[src/rtl/serial_add_sequencer_if.sv]
// Handshake and data bus for serial_add_sequencer.
// SERIAL_ADD_SUB_EN adds the sub request line alongside the operands.
interface serial_add_sequencer_if #(
  parameter int unsigned WIDTH = 8
);
  logic             start;
  logic [WIDTH-1:0] a;
  logic [WIDTH-1:0] b;
`ifdef SERIAL_ADD_SUB_EN
  logic             sub;
`endif
  logic             busy;
  logic             done;
  logic [WIDTH-1:0] sum;
  logic             cout;

  // Requester side: issues operations, observes status and result
  modport master (
    output start, a, b,
`ifdef SERIAL_ADD_SUB_EN
    output sub,
`endif
    input  busy, done, sum, cout
  );

  // Sequencer side
  modport slave (
    input  start, a, b,
`ifdef SERIAL_ADD_SUB_EN
    input  sub,
`endif
    output busy, done, sum, cout
  );
endinterface

[src/rtl/serial_add_sequencer.sv]
// Bit-serial adder: one full-add cell (two half-add stages) reused LSB first,
// one bit per clock, with start/busy/done handshake.
// Optional SERIAL_ADD_SUB_EN: sub request computes a-b via ~b and carry-in 1.
module serial_add_sequencer #(
  parameter int unsigned WIDTH = 8,
  parameter int unsigned CNT_W = 5
) (
  input  logic                  clk,
  input  logic                  rst_n,
  serial_add_sequencer_if.slave bus
);
  typedef enum logic [1:0] {
    IDLE = 2'd0,
    RUN  = 2'd1,
    DONE = 2'd2
  } state_t;

  state_t           state_q;
  logic [WIDTH-1:0] opa_q;
  logic [WIDTH-1:0] opb_q;
  logic [WIDTH-1:0] res_q;
  logic [WIDTH-1:0] res_d;
  logic [WIDTH-1:0] sum_q;
  logic [CNT_W-1:0] cnt_q;
  logic             carry_q;
  logic             carry_d;
  logic             cout_q;
  logic             busy_q;
  logic             done_q;
  logic             p;
  logic             g;
  logic             s;
  logic             carry_init;
  logic [WIDTH-1:0] opb_init;

  // Full-add cell on the current LSBs; result shifts in at the MSB
  always_comb begin
    p              = opa_q[0] ^ opb_q[0];
    g              = opa_q[0] & opb_q[0];
    s              = p ^ carry_q;
    carry_d        = g | (p & carry_q);
    res_d          = res_q >> 1;
    res_d[WIDTH-1] = s;
  end

  // Operand B and carry-in as loaded on an accepted start
  always_comb begin
`ifdef SERIAL_ADD_SUB_EN
    carry_init = bus.sub;
    opb_init   = bus.sub ? ~bus.b : bus.b;
`else
    carry_init = 1'b0;
    opb_init   = bus.b;
`endif
  end

  // Sequencer FSM with datapath and registered status/result outputs
  always_ff @(posedge clk or negedge rst_n) begin
    if (!rst_n) begin
      state_q <= IDLE;
      opa_q   <= '0;
      opb_q   <= '0;
      res_q   <= '0;
      sum_q   <= '0;
      cnt_q   <= '0;
      carry_q <= 1'b0;
      cout_q  <= 1'b0;
      busy_q  <= 1'b0;
      done_q  <= 1'b0;
    end else begin
      case (state_q)
        IDLE: begin
          if (bus.start) begin
            opa_q   <= bus.a;
            opb_q   <= opb_init;
            carry_q <= carry_init;
            res_q   <= '0;
            cnt_q   <= '0;
            busy_q  <= 1'b1;
            state_q <= RUN;
          end
        end
        RUN: begin
          opa_q   <= opa_q >> 1;
          opb_q   <= opb_q >> 1;
          res_q   <= res_d;
          carry_q <= carry_d;
          cnt_q   <= cnt_q + 1'b1;
          if (cnt_q == CNT_W'(WIDTH - 1)) begin
            sum_q   <= res_d;
            cout_q  <= carry_d;
            busy_q  <= 1'b0;
            done_q  <= 1'b1;
            state_q <= DONE;
          end
        end
        DONE: begin
          done_q  <= 1'b0;
          state_q <= IDLE;
        end
        default: begin
          busy_q  <= 1'b0;
          done_q  <= 1'b0;
          state_q <= IDLE;
        end
      endcase
    end
  end

  assign bus.busy = busy_q;
  assign bus.done = done_q;
  assign bus.sum  = sum_q;
  assign bus.cout = cout_q;
endmodule

[src/flat_wrapper.sv]
// flat-port wrapper written by rule: the top's interface ports become plain ports
module serial_add_sequencer_flat 
#(
  parameter int unsigned WIDTH = 8,
  parameter int unsigned CNT_W = 5
)
  (clk, rst_n, bus_start, bus_a, bus_b, bus_busy, bus_done, bus_sum, bus_cout);
  serial_add_sequencer_if #(.WIDTH(WIDTH)) bus_i ();
  input  logic clk;
  input  logic rst_n;
  input wire logic [$bits(bus_i.start)-1:0] bus_start;
  input wire logic [$bits(bus_i.a)-1:0] bus_a;
  input wire logic [$bits(bus_i.b)-1:0] bus_b;
  output wire logic [$bits(bus_i.busy)-1:0] bus_busy;
  output wire logic [$bits(bus_i.done)-1:0] bus_done;
  output wire logic [$bits(bus_i.sum)-1:0] bus_sum;
  output wire logic [$bits(bus_i.cout)-1:0] bus_cout;
  assign bus_i.start = bus_start;
  assign bus_i.a = bus_a;
  assign bus_i.b = bus_b;
  assign bus_busy = bus_i.busy;
  assign bus_done = bus_i.done;
  assign bus_sum = bus_i.sum;
  assign bus_cout = bus_i.cout;
  serial_add_sequencer #(.WIDTH(WIDTH), .CNT_W(CNT_W)) u_core (.clk(clk), .rst_n(rst_n), .bus(bus_i));
endmodule
[config.mk]
export PLATFORM = sky130hd
export DESIGN_NAME = serial_add_sequencer_flat
export DESIGN_NICKNAME = d
export VERILOG_FILES = /design/src/rtl/serial_add_sequencer_if.sv /design/src/rtl/serial_add_sequencer.sv /design/src/flat_wrapper.sv
export SDC_FILE = /design/constraint.sdc
export NUM_CORES = 1
export LEC_CHECK = 0
export CAP_MARGIN = 15
export CORE_UTILIZATION = 40
export DETAILED_ROUTE_END_ITERATION = 8
export HOLD_SLACK_MARGIN = 0.12
export SYNTH_ARGS = -nofsm -noshare
export SYNTH_HDL_FRONTEND = slang
export SYNTH_SLANG_ARGS = --single-unit
[constraint.sdc]
create_clock -name clk -period 1.6 [get_ports clk]
set_input_delay 0.24 -clock clk [delete_from_list [all_inputs] [get_ports clk]]
set_output_delay 0.24 -clock clk [all_outputs]
set_load 0.01 [all_outputs]
==> results of run 1 <==
## cell usage in the layout, fill, tap and decap left out, types with 5 or more instances in the layout
master | netlist | routed
a22o_1 | 10 | 10
clkdlybuf4s50_1 | 0 | 28
nand2_1 | 5 | 5
clkbuf_8 | 0 | 5
nor2b_1 | 16 | 16
a22oi_1 | 14 | 14
dfrtp_1 | 42 | 42
o21ai_0 | 18 | 18
a21oi_1 | 17 | 17
buf_4 | 2 | 10
mux2_4 | 8 | 8
## cell usage after synthesis (2+ instances only)
master | count | area [µm²]
dfrtp_1 | 42 | 1050
o21ai_0 | 18 | 90.1
a21oi_1 | 17 | 85.1
nor2b_1 | 16 | 100
a22oi_1 | 14 | 105
a22o_1 | 10 | 87.6
mux2_4 | 8 | 120
buf_2 | 5 | 25.0
nand2_1 | 5 | 18.8
clkbuf_1 | 4 | 15.0
nand3_1 | 4 | 20.0
inv_1 | 3 | 11.3
and2b_1 | 2 | 15.0
buf_4 | 2 | 15.0
mux2_2 | 2 | 22.5
nor2_1 | 2 | 7.51
o311ai_0 | 2 | 17.5
## state kept, by name (all words and copies together) (netlist names)
signal / flops
u_core.bus.sum: 8
u_core.opa_q: 8
u_core.opb_q: 8
u_core.res_q: 7
u_core.cnt_q: 5
u_core.state_q: 2
u_core.bus.busy: 1
u_core.bus.cout: 1
u_core.bus.done: 1
u_core.carry_q: 1
## repair_timing
| action | CTS | global route |
|---|---|---|
| hold buffers | 1 | 0 |
| hold endpoints to repair | 18 | 0 |
| setup endpoints to repair | 0 | 1 |
| gates resized for setup | 0 | 1 |
## area by class of cell
class	instances	share of cell area, %
flip-flops and latches	42	44.1
multi-input cells	107	32.4
repair buffers	41	16.4
clock buffers	5	2.89
well taps	52	2.73
clock inverters	3	1.05
inverters	3	0.472
## stage by stage
stage	utilization [%]	area [µm²]	hold WS [ns]	power [mW]	instances
finish	53.6	2380	0.435	4.12	253
global route	53.6	2380	0.461	4.44	253
global placement	51.2	2270	0.215	3.37	244
CTS	53.5	2380	0.442	4.16	253
floorplan	-	1900	-0.0556	2.84	164
detailed placement	51.2	2270	0.222	3.45	244
## cells by family (layout without fill, tap and decap cells)
| group | after synthesis | count (layout) | synth area share (%) |
|---|---|---|---|
| DFF | 42 | 42 | 55.4 |
| and+or+nand+nor | 32 | 32 | 10.0 |
| muxes | 10 | 10 | 7.52 |
| buffers and inverters | 15 | 52 | 4.09 |
| adders and majority gates | 2 | 2 | 1.72 |
| AOI/OAI and AO/OA | 63 | 63 | 21.2 |
## routing by layer
metal  vias to the layer above  share of wire (%)
met3                         4                3.2
met4                         0               0.49
li1                        662                  -
met2                        29                 51
met1                       683                 45
met5                         -                  0
## final timing paths
| check | start | endpoint | cells past startpoint | slack (ns) |
|---|---|---|---|---|
| min in group clk | u_core.bus.sum[0] | u_core.bus.sum[0] | 1 | 0.51 |
| worst min-delay path | rst_n | u_core.bus.sum[5] | 2 | 0.44 |
| max in group asynchronous | rst_n | u_core.opa_q[2] | 3 | 0.67 |
| worst max-delay path | u_core.bus.busy | bus_busy | 1 | 0.12 |
| worst max register to register | u_core.cnt_q[1] | u_core.bus.sum[7] | 4 | 0.14 |
| worst min register to register | u_core.bus.sum[0] | u_core.bus.sum[0] | 1 | 0.51 |
## power breakdown
part / leakage [nW] / internal [mW] / switching (mW)
Clock: 0.0447 / 0.315 / 0.383
Combinational: 0.483 / 0.879 / 0.753
Sequential: 0.547 / 1.47 / 0.312
==> qor.yml, run 1 <==
outcome:
  status: "complete, no violations"
logic_synthesis:
  avgSynthCellArea_um2: 11.6
  synth_nets: 185
  synth.cell_area_um2: 1900
  yosys_warnings: 0
  syn_inst: 164
  ys_ff_latch: 42
  synthArstFlopShare_pct: 100
  ys_seq_area_share_pct: 55.4
  synth_cell_types: 25
  synth_edf_count: 0
  synth_flop_cell: "dfrtp_1"
final_layout:
  diodes: 0
  syn2layout_area_growth_pct: 25.7
  nNetsFinal: 221
  nFillCells: 394
  multi_input_area_um2: 772
  drive_gt1_share_pct: 15.9
  seq_area_um2: 1050
floorplan:
  die-width_um: 70.8
  coreArea_um2: 4440
  ios: 30
  rows: 24
  die_y_um: 70.8
  start_util_pct: 42.7
  dieArea_um2: 5020
critical_path:
  critPathRequiredTime_ns: 1.36
  arrival_ns: 1.24
  critical_path_class: "flip-flop to primary output"
  critPathBufInv: 1
  path_cells: "clkdlybuf4s50_1"
  slowest_delay_ns: 0.56
  cp_slowest_cell: "clkdlybuf4s50_1"
  cp_max_fo: 3
  cp-end-kind: "primary output"
  path_delay_family: "buffers and inverters"
  setup.worst_path.start_class: "flip-flop"
placement:
  dp_hpwl_mm: 2.63
  port-buffer-count: 29
  pre_cts_ws_ns: 0.0268
  routabilityCongestion: 0.820
flow_run:
  timing.max_cap.violations: 0
sta:
  period_needed_ns: 1.48
  max_freq_mhz: 678
  tightest_slew_ns: 0.478
  drv_slew: 0
  tns_ns: 0
  rsz0062_at_grt: "false"
  relSlewSlack_pct: 68.1
  fin_worst_skew_ns: 0.00949
  fin_crit_sh_pct: 92.2
  setup_violations: 0
  finalHoldViolCount: 0
  setup_ws_ns: 0.125
pwr:
  leakage_nw: 1.08
  power_density_nw_per_um2: 1730
  vdd_ir_drop_max_v: 0.000698
cts:
  clk_pin_slew_ns: 0.09
  tritoncts: "yes"
  cts-root-buf: "clkbuf_8"
  clockBufferDepth: 2
  cts_max_level: 2
  clock_latency_ns: 0.29
  cts_made_buffers: 5
  cts_setup_buffers: 0
  cts.sinks: 42
worst_hold_path:
  hp-class: "input port to async pin"
global_routing:
  first_global_vias: 1478
  use_met2_pct: 30.1
  grt_pass1_wl_mm: 6.77
  antenna_found_initial: 0
  gr-max-usage-layer: "met2"
  use_met1_pct: 21.2
  grt_usage_pct: 17.1
  gr-usage-met3_pct: 3.70
  overflow: 0
  grt_max_degree: 25
routing:
  drt_first_pass_iters: 6
  ant_nets: 0
  routed_wl_mm: 3.86
  via_per_inst: 5.45
  drt_iter0_drc: 105
  drcViolationCount: 0
  num_vias: 1378
  wire_per_inst_um: 15.2
Note: power is estimated with default switching activity, not from simulation.
==> run 2: changes to the inputs <==
--- a/config.mk
+++ b/config.mk
@@ -5,10 +5,12 @@
 export SDC_FILE = /design/constraint.sdc
 export NUM_CORES = 1
 export LEC_CHECK = 0
+export ABC_CLOCK_PERIOD_IN_PS = 1600
 export CAP_MARGIN = 15
-export CORE_UTILIZATION = 40
+export CORE_UTILIZATION = 52
 export DETAILED_ROUTE_END_ITERATION = 8
 export HOLD_SLACK_MARGIN = 0.12
+export PLACE_DENSITY = 0.78
 export SYNTH_ARGS = -nofsm -noshare
 export SYNTH_HDL_FRONTEND = slang
 export SYNTH_SLANG_ARGS = --single-unit
==> run 2 against run 1 <==
Effect of this change: routed wire length is 5.3% lower; via count is 0.58% higher; sequential power hardly changed; maximum frequency is 2.9% lower; global-route usage is 4.0 points higher; sequential share of layout area is 0.59 points higher; final area is 1.3% lower; critical path type unchanged; critical endpoint is now bus_sum[6]; largest power group unchanged.
==> qor.yml, run 2 (synthesis results as in run 1) <==
cts:
  cts_setup_buffers: 0  # unchanged
  cts-root-buf: "clkbuf_4"  # was clkbuf_8
  cts_made_buffers: 5  # unchanged
  cts.sinks: 42  # unchanged
  clock_latency_ns: 0.34  # was 0.29 ns
  tritoncts: "yes"  # unchanged
  cts_max_level: 2  # unchanged
  clk_pin_slew_ns: 0.13  # was 0.09 ns
  clockBufferDepth: 2  # unchanged
floorplan:
  coreArea_um2: 3420  # was 4440 µm²
  die-width_um: 62.4  # was 70.8 µm
  rows: 21  # was 24
  ios: 30  # unchanged
  die_y_um: 62.4  # was 70.8 µm
  dieArea_um2: 3890  # was 5020 µm²
  start_util_pct: 55.5  # was 42.7%
final_layout:
  fin_util_pct: 68.9  # was 53.6%
  nFillCells: 262  # was 394
  drive_gt1_share_pct: 15.5  # was 15.9%
  diodes: 0  # unchanged
  nNetsFinal: 220  # was 221
  syn2layout_area_growth_pct: 24.1  # was 25.7%
  final_cell_mix: "dfrtp_1 (42), clkdlybuf4s50_1 (28), o21ai_0 (18)"  # unchanged
  final_common_cell: "dfrtp_1"  # unchanged
critical_path:
  critPathRequiredTime_ns: 1.36  # about the same
  path_delay_family: "buffers and inverters"  # unchanged
  crit_start: "u_core.bus.sum[6]"  # was u_core.bus.busy
  setup.worst_path.start_class: "flip-flop"  # unchanged
  cp_slowest_cell: "clkdlybuf4s50_1"  # unchanged
  worst-path-stages: 1  # unchanged
  cp_max_fo: 2  # was 3
  rr_startpoint: "u_core.cnt_q[1]"  # unchanged
  critPathBufInv: 1  # unchanged
  rrSetupSlack_ns: 0.10  # was 0.14 ns
  cp-end-kind: "primary output"  # unchanged
  path_cells: "clkdlybuf4s50_1"  # unchanged
  setup.worst_path.end: "bus_sum[6]"  # was bus_busy
  r2r-end: "u_core.bus.sum[7]"  # unchanged
  slowest_delay_ns: 0.56  # about the same
  arrival_ns: 1.28  # was 1.24 ns
  critical_path_class: "flip-flop to primary output"  # unchanged
  r2r_cells: 4  # unchanged
global_routing:
  overflow: 0  # unchanged
  grt_max_degree: 24  # was 25
  grt_usage_pct: 21.1  # was 17.1%
  antenna_found_initial: 0  # unchanged
  first_global_vias: 1468  # was 1478
  grt_pass1_wl_mm: 6.44  # was 6.77 mm
placement:
  pre_cts_ws_ns: 0.00353  # was 0.0268 ns
  dp_hpwl_mm: 2.57  # was 2.63 mm
  port-buffer-count: 29  # unchanged
  routabilityCongestion: 0.708  # was 0.820
sta:
  rsz0062_at_grt: "false"  # unchanged
  relSlewSlack_pct: 65.2  # was 68.1%
  hold_slack_ns: 0.398  # was 0.435 ns
  max_freq_mhz: 658  # was 678 MHz
  fin_worst_skew_ns: 0.0110  # was 0.00949 ns
  drv_slew: 0  # unchanged
  setup_ws_ns: 0.0802  # was 0.125 ns
  tightest_slew_ns: 0.521  # was 0.478 ns
  fin_crit_sh_pct: 95.0  # was 92.2%
  setup_violations: 0  # unchanged
  tns_ns: 0  # unchanged
  finalHoldViolCount: 0  # unchanged
  period_needed_ns: 1.52  # was 1.48 ns
worst_hold_path:
  hp-class: "input port to async pin"  # unchanged
routing:
  drcViolationCount: 0  # unchanged
  routed_wl_mm: 3.65  # was 3.86 mm
  via_per_inst: 5.63  # was 5.45
  wire_per_inst_um: 14.9  # was 15.2 µm
  ant_nets: 0  # unchanged
  drt_first_pass_iters: 4  # was 6
  drt_iter0_drc: 62  # was 105
  num_vias: 1386  # was 1378
pwr:
  leakage_nw: 1.07  # was 1.08 nW
  vdd_ir_drop_max_v: 0.000908  # was 0.000698 V
  design_power_total_mw: 4.05  # was 4.12 mW
  power_density_nw_per_um2: 1720  # was 1730 nW/µm²
outcome:
  status: "complete, no violations"  # unchanged
flow_run:
  timing.max_cap.violations: 0  # unchanged
## run 2: changes by cell type in the layout (fill, tap and decap cells not counted), sizes merged
cell / previous run / this run
clkinv: 1 / 2
inv: 4 / 3
bufinv: 0 / 1
clkinvlp: 1 / 0
buf: 12 / 11
## run 2: layer usage
metal / track usage, % / up-vias / wire (µm)
li1: - / 664 / -
met2: 37.9 / 25 / 1920
met4: 8.43 / 0 / 40
met3: 4.56 / 5 / 99
met1: 24.5 / 692 / 1590
met5: 0 / - / 0
## run 2: through the flow
step,instances,area [µm²]
2_1_floorplan,164,1900
3_3_place_gp,237,2260
3_5_place_dp,237,2260
4_1_cts,246,2350
5_1_grt,246,2350
6_report,246,2350
## run 2: power breakdown
group	total (mW)	internal, mW	switching, mW
Clock	0.655	0.324	0.331
Combinational	1.61	0.870	0.744
Sequential	1.78	1.47	0.313
## run 2: repair_timing
| item | 4_1_cts | 5_1_grt |
|---|---|---|
| endpoints found under the hold margin | 21 | 0 |
| setup endpoints to repair | 1 | 0 |
| gates resized for setup | 1 | 0 |
| hold buffers | 1 | 0 |
## run 2: layout make-up
| class | count | area (µm²) | share of cell area [%] |
|---|---|---|---|
| tap | 46 | 57.6 | 2.45 |
| timing repair buffer | 40 | 383 | 16.3 |
| clock buffer | 5 | 37.5 | 1.60 |
| multi-input combinational | 107 | 772 | 32.8 |
| sequential | 42 | 1050 | 44.7 |
| clock inverter | 3 | 40.0 | 1.70 |
| inverter | 3 | 11.3 | 0.479 |
## run 2: worst min-delay path by stage
stage | startpoint | end | slack [ns] | cells after the start
4_1_cts | rst_n | u_core.bus.sum[4] | 0.40 | 2
5_1_grt | rst_n | u_core.bus.sum[5] | 0.42 | 2
6_report | rst_n | u_core.bus.sum[4] | 0.40 | 2
3_3_place_gp | rst_n | u_core.bus.sum[5] | 0.24 | 1
3_5_place_dp | rst_n | u_core.bus.sum[4] | 0.24 | 1
2_1_floorplan | rst_n | u_core.bus.busy | -0.06 | 0
